===== src/rtl/pc_gen_pkg.sv =====
// Shared types and helpers for the CARP fetch-stage program-counter generator.
package pc_gen_pkg;

   typedef enum logic [1:0] {
      BOOT,
      RUN,
      HALT
   } pc_state_e;

   typedef enum logic [2:0] {
      SEL_TRAP,
      SEL_MRET,
      SEL_REDIR,
      SEL_INC,
      SEL_HOLD
   } pc_sel_e;

   localparam int unsigned PC_MAX_W = 64;

   // Clears the low lsb bits; callers zero-extend into and truncate out of PC_MAX_W.
   function automatic logic [PC_MAX_W-1:0] align_pc(input logic [PC_MAX_W-1:0] addr,
                                                    input int unsigned lsb);
      return addr & ~((PC_MAX_W'(1) << lsb) - PC_MAX_W'(1));
   endfunction

endpackage


===== src/rtl/pc_next_sel.sv =====
// Combinational next-PC selection: fixed-priority source pick, increment,
// target alignment and misalignment detection.
module pc_next_sel
   import pc_gen_pkg::*;
#(
   parameter int unsigned XLEN = 32,
   parameter int unsigned INC  = 4
) (
   input  logic            i_active,
   input  logic            i_fire,
   input  logic [XLEN-1:0] i_pc,
   input  logic            i_trap_valid,
   input  logic [XLEN-1:0] i_trap_vec,
   input  logic            i_mret_valid,
   input  logic [XLEN-1:0] i_mepc,
   input  logic            i_redir_valid,
   input  logic [XLEN-1:0] i_redir_pc,
   output logic [XLEN-1:0] o_next_pc,
   output logic            o_misalign,
   output logic [XLEN-1:0] o_target
);

   localparam int unsigned ALIGN_LSB = $clog2(INC);

   pc_sel_e         w_sel;
   logic [XLEN-1:0] w_target;
   logic [XLEN-1:0] w_aligned;

   always_comb begin
      w_sel = SEL_HOLD;
      if (i_active) begin
         if (i_trap_valid)       w_sel = SEL_TRAP;
         else if (i_mret_valid)  w_sel = SEL_MRET;
         else if (i_redir_valid) w_sel = SEL_REDIR;
         else if (i_fire)        w_sel = SEL_INC;
      end
   end

   always_comb begin
      w_target = i_redir_pc;
      case (w_sel)
         SEL_TRAP: w_target = i_trap_vec;
         SEL_MRET: w_target = i_mepc;
         default:  w_target = i_redir_pc;
      endcase
   end

   assign w_aligned = XLEN'(align_pc(PC_MAX_W'(w_target), ALIGN_LSB));

   always_comb begin
      o_next_pc  = i_pc;
      o_misalign = 1'b0;
      case (w_sel)
         SEL_TRAP, SEL_MRET, SEL_REDIR: begin
            o_next_pc  = w_aligned;
            o_misalign = (w_aligned != w_target);
         end
         // Wraps modulo 2^XLEN by construction.
         SEL_INC:  o_next_pc = i_pc + XLEN'(INC);
         default:  o_next_pc = i_pc;
      endcase
   end

   assign o_target = w_target;

endmodule


===== src/rtl/pc_gen.sv =====
// Program-counter generator: holds the fetch PC, runs the BOOT/RUN/HALT
// control and records misaligned redirect targets.
module pc_gen
   import pc_gen_pkg::*;
#(
   parameter int unsigned     XLEN      = 32,
   parameter logic [XLEN-1:0] RESET_VEC = '0,
   parameter int unsigned     INC       = 4
) (
   input  logic            clk_i,
   input  logic            rst_ni,
   input  logic            fetch_ready_i,
   output logic [XLEN-1:0] pc_o,
   output logic            pc_valid_o,
   input  logic            trap_valid_i,
   input  logic [XLEN-1:0] trap_vec_i,
   input  logic            mret_valid_i,
   input  logic [XLEN-1:0] mepc_i,
   input  logic            redirect_valid_i,
   input  logic [XLEN-1:0] redirect_pc_i,
   input  logic            halt_i,
   input  logic            resume_i,
   output logic            halted_o,
   output logic            misalign_o,
   output logic [XLEN-1:0] badaddr_o
);

   pc_state_e       r_state;
   logic [XLEN-1:0] r_pc;
   logic            r_pc_valid;
   logic            r_halted;
   logic            r_misalign;
   logic [XLEN-1:0] r_badaddr;

   logic            w_active;
   logic            w_fire;
   logic [XLEN-1:0] w_next_pc;
   logic            w_misalign;
   logic [XLEN-1:0] w_target;

   // Redirect-class loads are honoured in RUN and HALT; BOOT ignores all inputs.
   assign w_active = (r_state != BOOT);
   assign w_fire   = r_pc_valid && fetch_ready_i;

   pc_next_sel #(
      .XLEN (XLEN),
      .INC  (INC)
   ) u_next_sel (
      .i_active      (w_active),
      .i_fire        (w_fire),
      .i_pc          (r_pc),
      .i_trap_valid  (trap_valid_i),
      .i_trap_vec    (trap_vec_i),
      .i_mret_valid  (mret_valid_i),
      .i_mepc        (mepc_i),
      .i_redir_valid (redirect_valid_i),
      .i_redir_pc    (redirect_pc_i),
      .o_next_pc     (w_next_pc),
      .o_misalign    (w_misalign),
      .o_target      (w_target)
   );

   always_ff @(posedge clk_i or negedge rst_ni) begin
      if (!rst_ni) begin
         r_state    <= BOOT;
         r_pc       <= RESET_VEC;
         r_pc_valid <= 1'b0;
         r_halted   <= 1'b0;
         r_misalign <= 1'b0;
         r_badaddr  <= '0;
      end else begin
         r_pc       <= w_next_pc;
         r_misalign <= w_misalign;
         if (w_misalign) r_badaddr <= w_target;
         case (r_state)
            BOOT: begin
               r_state    <= RUN;
               r_pc_valid <= 1'b1;
               r_halted   <= 1'b0;
            end
            RUN: begin
               if (halt_i) begin
                  r_state    <= HALT;
                  r_pc_valid <= 1'b0;
                  r_halted   <= 1'b1;
               end
            end
            HALT: begin
               if (resume_i && !halt_i) begin
                  r_state    <= RUN;
                  r_pc_valid <= 1'b1;
                  r_halted   <= 1'b0;
               end
            end
            default: begin
               r_state    <= BOOT;
               r_pc_valid <= 1'b0;
               r_halted   <= 1'b0;
            end
         endcase
      end
   end

   assign pc_o       = r_pc;
   assign pc_valid_o = r_pc_valid;
   assign halted_o   = r_halted;
   assign misalign_o = r_misalign;
   assign badaddr_o  = r_badaddr;

endmodule


===== config.mk =====
export PLATFORM = sky130hd
export DESIGN_NAME = pc_gen
export DESIGN_NICKNAME = d
export VERILOG_FILES = /design/src/rtl/pc_gen_pkg.sv /design/src/rtl/pc_next_sel.sv /design/src/rtl/pc_gen.sv
export SDC_FILE = /design/constraint.sdc
export NUM_CORES = 1
export LEC_CHECK = 0
export ABC_CLOCK_PERIOD_IN_PS = 3000
export BUFFER_PORTS_ARGS = -buffer_cell sky130_fd_sc_hd__buf_4
export CAP_MARGIN = 25
export CORE_MARGIN = 8
export CORE_UTILIZATION = 50
export DETAILED_ROUTE_END_ITERATION = 16
export PLACE_DENSITY = 0.81
export SLEW_MARGIN = 40
export SYNTH_ARGS = -nofsm -noshare
export SYNTH_HDL_FRONTEND = slang
export SYNTH_HIERARCHICAL = 1
export SYNTH_SLANG_ARGS = --single-unit
export TNS_END_PERCENT = 10

===== constraint.sdc =====
create_clock -name clk_i -period 3 [get_ports clk_i]
set_input_delay 0.45 -clock clk_i [delete_from_list [all_inputs] [get_ports clk_i]]
set_output_delay 0.45 -clock clk_i [all_outputs]
set_load 0.1 [all_outputs]

==> results of run 1 <==
logic make-up (layout without fill, tap and decap cells):
group                    after synthesis  after routing
multiplexers                          63             63
adder cells (fa/ha/maj)                1              1
XOR/XNOR                               1              1
AO/OA/AOI/OAI                        127            127
AND/OR/NAND/NOR                      170            170
flip-flops                            68             68
buffers and inverters                 41            208
state kept, by name, summed over array words and instances, names as in the netlist:
register	count
pc_valid_o	1
badaddr_o	32
misalign_o	1
r_state	2
pc_o	32
area by class of cell:
cell class / count / area [um2] / share of cell area
clock inverters: 6 / 87.6 / 0.0144
repair buffers: 184 / 1390 / 0.227
well taps: 111 / 139 / 0.0228
multi-input cells: 362 / 2610 / 0.429
flip-flops and latches: 68 / 1700 / 0.279
inverters: 8 / 30.0 / 0.00493
clock buffers: 10 / 138 / 0.0226
metrics by stage:
step / area [um2] / cells
floorplan: 4610 / 471
global placement: 5860 / 733
detailed placement: 5870 / 733
CTS: 6090 / 749
global route: 6090 / 749
finish: 6090 / 749
worst min-delay path by stage:
stage / endpoint / slack (ns) / from
2_1_floorplan: badaddr_o[0] / 0.15 / rst_ni
3_3_place_gp: pc_o[1] / 0.47 / pc_o[1]
3_5_place_dp: pc_o[0] / 0.48 / pc_o[0]
4_1_cts: badaddr_o[24] / 0.12 / rst_ni
5_1_grt: badaddr_o[24] / 0.15 / rst_ni
6_report: badaddr_o[24] / 0.09 / rst_ni
Yosys cell counts (9+ instances only):
master,instances,area [um2]
buf_2,11,55.1
mux2i_1,31,310
o22ai_1,13,81.3
nand2_1,46,173
a221o_1,11,110
o21ai_0,26,130
a21oi_1,28,140
o21ai_1,9,45.0
nand3_1,17,85.1
nor2_1,38,143
dfrtp_1,68,1700
nand4_1,10,62.6
mux2_4,30,450
layer usage:
metal | wire, um | vias to the layer above | GRT usage
li1 | - | 2088 | -
met1 | 5560 | 2200 | 0.268
met2 | 7940 | 261 | 0.419
met3 | 1430 | 63 | 0.0703
met4 | 670 | 0 | 0.122
met5 | 0 | - | 0
==> reports/results.ini, run 1 <==
[sta]
fmax_mhz=371
whs_ns=0.0902
clock_skew_ns=0.00843
finalHoldViolCount=0
slew_headroom=0.550
worst_slew_pin_slew_ns=0.666
fin_crit_sh=0.898
min_period_ns=2.70
setup-tns-final_ns=0
rsz0062_at_grt=false
setup_slack_ns=0.305
slew_viol_final=0
setup_viol=0

[synthesis]
synth_top_family_by_area=simple AND/OR/NAND/NOR gates
yosysWarnings=6
synth_edf_count=0
syn_inst=471
synthSimpleGateAreaFrac=0.203
syn_area_um2=4610
synth_nets=576
ys_ff_latch=68
syn_area_per_cell_um2=9.78
ys_seq_area_frac=0.369
synthAdderAreaFrac=0.00272
synthArstFlopShare=1.00
yosysUniqueCellTypes=72
synth-compound-area-share=0.187
synthMuxAreaShare=0.170
synth_xor_area_frac=0.00190
synthFlopType=dfrtp_1

[worst_setup_path]
cp_slowest_stage_delay_ns=0.64
r2r-start=r_state[1]
crit_fanout=21
crit_chain=inv_1, nand2_1, o211ai_4, o311ai_0, a21oi_4, buf_4, mux2_4
crit_slowest_cell=o311ai_0
crit_end=badaddr_o[2]
crit_buf_inv=2
required_ns=3.23
reg2regPathDepth=7
critPathLaunch=r_state[1]
cp_top_family=compound AO/OA/AOI/OAI gates
arrival_ns=2.93
reg2reg_slack_ns=0.30
start_kind=flip-flop
endpoint_kind=flip-flop
r2r_end=badaddr_o[2]
worstSetupPathType=reg -> reg
cp_num_cells=7

[clocking]
cts_tree=yes
clock_path_buffers=2
clkSinkCount=68
h-tree-depth=3
cts_hold_buffers=0
cts_resized=0
post_cts_buffers=0
clk_latency_ns=0.35
clk_pin_slew_ns=0.08
numCtsBuffers=9
clockRootBuffer=clkbuf_8

[die]
die_area_um2=12500
placement_rows=35
io_pins=171
die_w_um=112
core_um2=9110
start_util=0.506
die_h_um=112

[grt]
grt_overflow_total=0
grt_pass1_vias=4850
grt_max_degree=69
grtUsageTotal=0.243
grt_pass1_wl_um=24600
antenna_found_initial=0

[layout]
num_antenna_cells=0
fin_nets=738
final_cell_mix=183 x buf_4, 68 x dfrtp_1, 46 x nand2_1, 38 x nor2_1, 31 x mux2i_1
nFillCells=714
drive_above_1_share=0.398
final_common_cell=buf_4
areaGrowthSynthToFinish_pct=32.3
fin_util=0.669

[place]
finalWeightedCongestion=0.887
place_worst_setup_slack_ns=0.362
port-buffer-count=170
place.detailed.hpwl_um=11800

[min_path]
min_path_type=in -> async

[drt]
drtAntennaViolNets=0
num_vias=4612
drt_iter0_drc=299
dr.pass1.iters=5
wire_per_inst_um=20.8
drc_errors=0
wirelength_um=15600
via_per_inst=6.16

[flow_run]
maxCapViolations=0

[run_status]
outcome=completed

Power of run 1 is left out: the tool's default activity adds up to more than one toggle a clock period on the data nets, which glitch-free logic cannot reach.
==> inputs of run 2 (changes only) <==
- PLACE_DENSITY: 0.81 -> 0.82
- SYNTH_HIERARCHICAL: 1 -> default
==> reports/results.ini, run 2 <==
[run_status]
outcome=completed

[drt]
drc_errors=0  ; unchanged
wirelength_um=17800  ; +14%
wire_per_inst_um=22.1  ; +6.0%
via_per_inst=6.55  ; +6.3%
num_vias=5271  ; +14%
drtAntennaViolNets=0  ; unchanged
dr.pass1.iters=7  ; +2
drt_iter0_drc=720  ; +140%

[clocking]
clkSinkCount=66  ; -2.9%
cts_tree=yes
h-tree-depth=3  ; unchanged
numCtsBuffers=9  ; unchanged
post_cts_buffers=0  ; unchanged
cts_hold_buffers=0  ; unchanged
cts_resized=0  ; unchanged
clockRootBuffer=clkbuf_8
clock_path_buffers=2  ; unchanged
clk_pin_slew_ns=0.08  ; about the same
clk_latency_ns=0.35  ; about the same

[synthesis]
synthTopCellsByArea=dfrtp_1 38%, a221oi_1 6.2%, o21ai_0 5.9%
ys_seq_area_frac=0.379  ; +0.00995
synth_top_cell_by_area=dfrtp_1
syn_area_um2=4350  ; -5.5%
syn_inst=546  ; +16%
synth_top_area_frac=0.379  ; +0.00995
synthArstFlopShare=1.00  ; unchanged
yosysUniqueCellTypes=57  ; -21%
yosysWarnings=0  ; -6
syn_area_per_cell_um2=7.97  ; -18%
ys_ff_latch=66  ; -2.9%
synth_edf_count=0  ; unchanged
synth_most_common_cell=dfrtp_1
yosys-top-cells-count=66 x dfrtp_1, 65 x nand2_1, 51 x o21ai_0
synthFlopType=dfrtp_1

[place]
port-buffer-count=168  ; -1.2%
finalWeightedCongestion=0.924  ; +4.1%
place.detailed.hpwl_um=13100  ; +11%
place_area_um2=5720  ; -2.5%

[grt]
grt_overflow_total=0  ; unchanged
grt_max_degree=67  ; -2.9%
antenna_found_initial=1  ; +1
grtUsageTotal=0.288  ; +0.0452
grt_pass1_vias=4941  ; +1.9%
grt_pass1_wl_um=27000  ; +9.6%

[sta]
slew_headroom=0.501  ; -0.0489
rsz0062_at_grt=false
whs_ns=0.0706  ; -0.0196 ns
clock_skew_ns=0.0149  ; +0.00649 ns
finalHoldViolCount=0  ; unchanged
setup_viol=0  ; unchanged
fmax_mhz=410  ; +11%
fin_crit_sh=0.813  ; -0.0857
slew_viol_final=0  ; unchanged
worst_slew_pin_slew_ns=0.748  ; +0.0818 ns
min_period_ns=2.44  ; -0.257 ns
setup-tns-final_ns=0  ; unchanged

[min_path]
min_path_type=in -> async

[die]
die_area_um2=11900  ; -4.7%
die_h_um=109  ; -2.4%
die_w_um=109  ; -2.4%
io_pins=171  ; unchanged
core_um2=8590  ; -5.7%
start_util=0.507  ; +0.000920
placement_rows=34  ; -2.9%

[layout]
final_cell_mix=177 x buf_4, 66 x dfrtp_1, 65 x nand2_1, 51 x o21ai_0, 45 x a21oi_1
final_area_um2=5940  ; -2.5%
largest_reg_flops=32
areaGrowthSynthToFinish_pct=36.4
num_antenna_cells=0  ; unchanged
drive_above_1_share=0.303  ; -0.0954
fin_nets=797  ; +8.0%
fin_util=0.691  ; +0.0221
final_common_cell=buf_4
nFillCells=705  ; -1.3%

[worst_setup_path]
worstSetupPathType=reg -> reg
r2r-start=r_state[0]
reg2regPathDepth=5  ; -2
required_ns=3.21  ; -0.02 ns
arrival_ns=2.64  ; -0.29 ns
r2r_end=pc_o[19]
crit_fanout=18  ; -14%
endpoint_kind=flip-flop
start_kind=flip-flop
reg2reg_slack_ns=0.56  ; +0.26 ns

[flow_run]
maxCapViolations=0  ; unchanged

==> run 2: cell type report <==
cell class / count / area [um2] / area share
Multi-Input combinational cell: 424 / 2500 / 0.420
Sequential cell: 66 / 1650 / 0.278
Timing Repair Buffer: 181 / 1400 / 0.236
Tap cell: 108 / 135 / 0.0228
Clock buffer: 9 / 124 / 0.0209
Clock inverter: 7 / 93.8 / 0.0158
Inverter: 10 / 37.5 / 0.00632
==> run 2: critical path, cell delays in order (launching register included) <==
cell and delay [ns]:
dfrtp_1 0.48, or2_2 0.37, and2_1 0.40, buf_4 0.30, a221oi_1 0.55, o221ai_1 0.18
==> run 2: layer usage <==
metal,vias up,wire length (um),GRT usage
li1,2350,-,-
met1,2532,6890,0.373
met2,338,8510,0.463
met3,49,1880,0.0668
met4,2,469,0.102
met5,-,13,0
==> run 2: cells by family (layout without fill, tap and decap cells) <==
logic type               count (synthesis)  count (layout)  synth area share
AND/OR/NAND/NOR                        225             225             0.264
AO/OA/AOI/OAI                          193             193             0.292
flip-flops                              66              66             0.379
buffers and inverters                   57             207            0.0543
multiplexers                             2               2           0.00460
adder cells (fa/ha/maj)                  1               1           0.00287
other                                    1               2          0.000861
XOR/XNOR                                 1               1           0.00201
==> run 2: stage by stage <==
| step | std cells | setup slack (ns) |
|---|---|---|
| after floorplan | 547 | 0.375 |
| after global placement | 789 | 0.584 |
| after detailed placement | 789 | 0.613 |
| after CTS | 805 | 0.608 |
| after global routing | 805 | 0.462 |
| final | 805 | 0.562 |
==> run 2: worst max-delay path by stage <==
stage | start | end | slack [ns] | depth (start not counted)
floorplan | pc_o[11] | pc_o[25] | 0.38 | 5
global placement | mret_valid_i | pc_o[27] | 0.58 | 6
detailed placement | r_state[0] | pc_o[19] | 0.61 | 5
CTS | r_state[0] | pc_o[19] | 0.61 | 5
global route | r_state[0] | pc_o[14] | 0.46 | 5
finish | r_state[0] | pc_o[19] | 0.56 | 5
Power of run 2 is left out for the same reason.
==> inputs of run 3 (changes only) <==
- ABC_CLOCK_PERIOD_IN_PS: 3000 -> 2300
- clock period: 3 -> 2.3 ns (I/O delays scaled with it)
==> reports/results.ini, run 3 (synthesis gave the netlist of run 2 again) <==
[run_status]
outcome=finished with violations
violations=hold timing

[sta]
slew_viol_final=0  ; unchanged
setup_viol=0  ; unchanged
rsz0062_at_grt=false
fin_crit_sh=0.907  ; +0.0942
slew_headroom=0.532  ; +0.0310
worst_slew_pin_slew_ns=0.684  ; -0.0642 ns
whs_ns=-0.0196  ; -0.0902 ns
fmax_mhz=479  ; +17%
finalHoldViolCount=11  ; +11
clock_skew_ns=0.00564  ; -0.00928 ns
min_period_ns=2.09  ; -0.352 ns

[grt]
grt_max_degree=67  ; unchanged
grtUsageTotal=0.281  ; -0.00693
grt_overflow_total=0  ; unchanged
grt_pass1_wl_um=26500  ; -1.6%
antenna_found_initial=0  ; -1
grt_pass1_vias=5033  ; +1.9%

[layout]
final_area_um2=6090  ; +2.5%
largest_reg_flops=32  ; unchanged
areaGrowthSynthToFinish_pct=39.8
seq_area_um2=1680  ; +1.7%
nFillCells=720  ; +2.1%
final_common_cell=buf_4
num_antenna_cells=0  ; unchanged
multiInputGateArea_um2=2490  ; about the same
fin_nets=815  ; +2.3%
drive_above_1_share=0.351  ; +0.0483
final_cell_mix=193 x buf_4, 65 x nand2_1, 51 x o21ai_0, 45 x a21oi_1, 44 x dfrtp_1

[place]
place.detailed.hpwl_um=13200  ; +0.56%
place_area_um2=5910  ; +3.3%
port-buffer-count=168  ; unchanged
finalWeightedCongestion=0.962  ; +4.2%

[clocking]
clkSinkCount=66  ; unchanged
cts_tree=yes
clockRootBuffer=clkbuf_8
numCtsBuffers=9  ; unchanged
clk_pin_slew_ns=0.08  ; about the same
h-tree-depth=3  ; unchanged
post_cts_buffers=0  ; unchanged
cts_hold_buffers=0  ; unchanged
clk_latency_ns=0.34  ; about the same
cts_resized=0  ; unchanged
clock_path_buffers=2  ; unchanged

[die]
die_h_um=109  ; unchanged
core_um2=8590  ; unchanged
io_pins=171  ; unchanged
die_w_um=109  ; unchanged
placement_rows=34  ; unchanged
start_util=0.507  ; unchanged
die_area_um2=11900  ; unchanged

[drt]
drt_iter0_drc=407  ; -43%
via_per_inst=6.36  ; -2.9%
wire_per_inst_um=21.1  ; -4.6%
dr.pass1.iters=5  ; -2
drtAntennaViolNets=0  ; unchanged
wirelength_um=17300  ; -2.4%
num_vias=5231  ; -0.76%
drc_errors=0  ; unchanged

[worst_setup_path]
cp_slowest_stage_delay_ns=0.46  ; -0.09 ns
crit_slowest_cell=or2_2
crit_chain=nand4_1, or2_2, nor4_2, nor4b_1, nor3_1
required_ns=2.51  ; -0.70 ns
start_kind=flip-flop
worstSetupPathType=reg -> reg
crit_fanout=6  ; -12
arrival_ns=2.30  ; -0.34 ns
endpoint_kind=flip-flop

[min_path]
min_path_type=in -> async

[flow_run]
maxCapViolations=0  ; unchanged

==> run 3: cell count changes in the layout (fill, tap and decap cells not counted), moves of 2 or more <==
cell	previous run	this run
buf_12	3	5
buf_4	177	193
bufinv_16	2	0
dfrtp_1	66	44
dfrtp_2	0	22
==> run 3: metal layers <==
| layer | vias up | routed length (um) | global-route usage |
|---|---|---|---|
| met1 | 2468 | 6810 | 0.366 |
| met3 | 35 | 2150 | 0.0803 |
| li1 | 2397 | - | - |
| met2 | 331 | 8010 | 0.444 |
| met4 | 0 | 378 | 0.0878 |
| met5 | - | 0 | 0 |
==> run 3: worst paths after layout <==
kind,startpoint,end,slack (ns),depth (start not counted)
setup reg to reg,pc_o[2],pc_o[27],0.21,5
setup / recovery,pc_o[2],pc_o[27],0.21,5
hold reg to reg,badaddr_o[15],badaddr_o[15],0.48,2
hold / removal,rst_ni,misalign_o,-0.02,1
min in group clk_i,halt_i,r_state[0],0.22,2
max in group asynchronous,rst_ni,pc_o[11],1.84,1
==> run 3: layout make-up <==
type / count / area share
Sequential cell: 66 / 0.276
Clock inverter: 6 / 0.00678
Tap cell: 108 / 0.0222
Multi-Input combinational cell: 424 / 0.410
Clock buffer: 10 / 0.0226
Timing Repair Buffer: 199 / 0.256
Inverter: 10 / 0.00617
==> run 3: critical path: cells and delay by family (launching register included) <==
family / cells / cell delay, ns
simple gates: 5 / 1.55
flops: 1 / 0.42
==> run 3: through the flow <==
step                 util  setup slack (ns)  TNS (ns)  instances  hold WS (ns)
floorplan               -           -0.0769    -0.338        547        0.0494
global placement    0.687             0.278         0        807         0.460
detailed placement  0.687             0.274         0        807         0.385
CTS                 0.708             0.260         0        823        0.0175
global route        0.708             0.109         0        823        0.0271
finish              0.708             0.214         0        823       -0.0196
Power of run 3 is left out for the same reason.
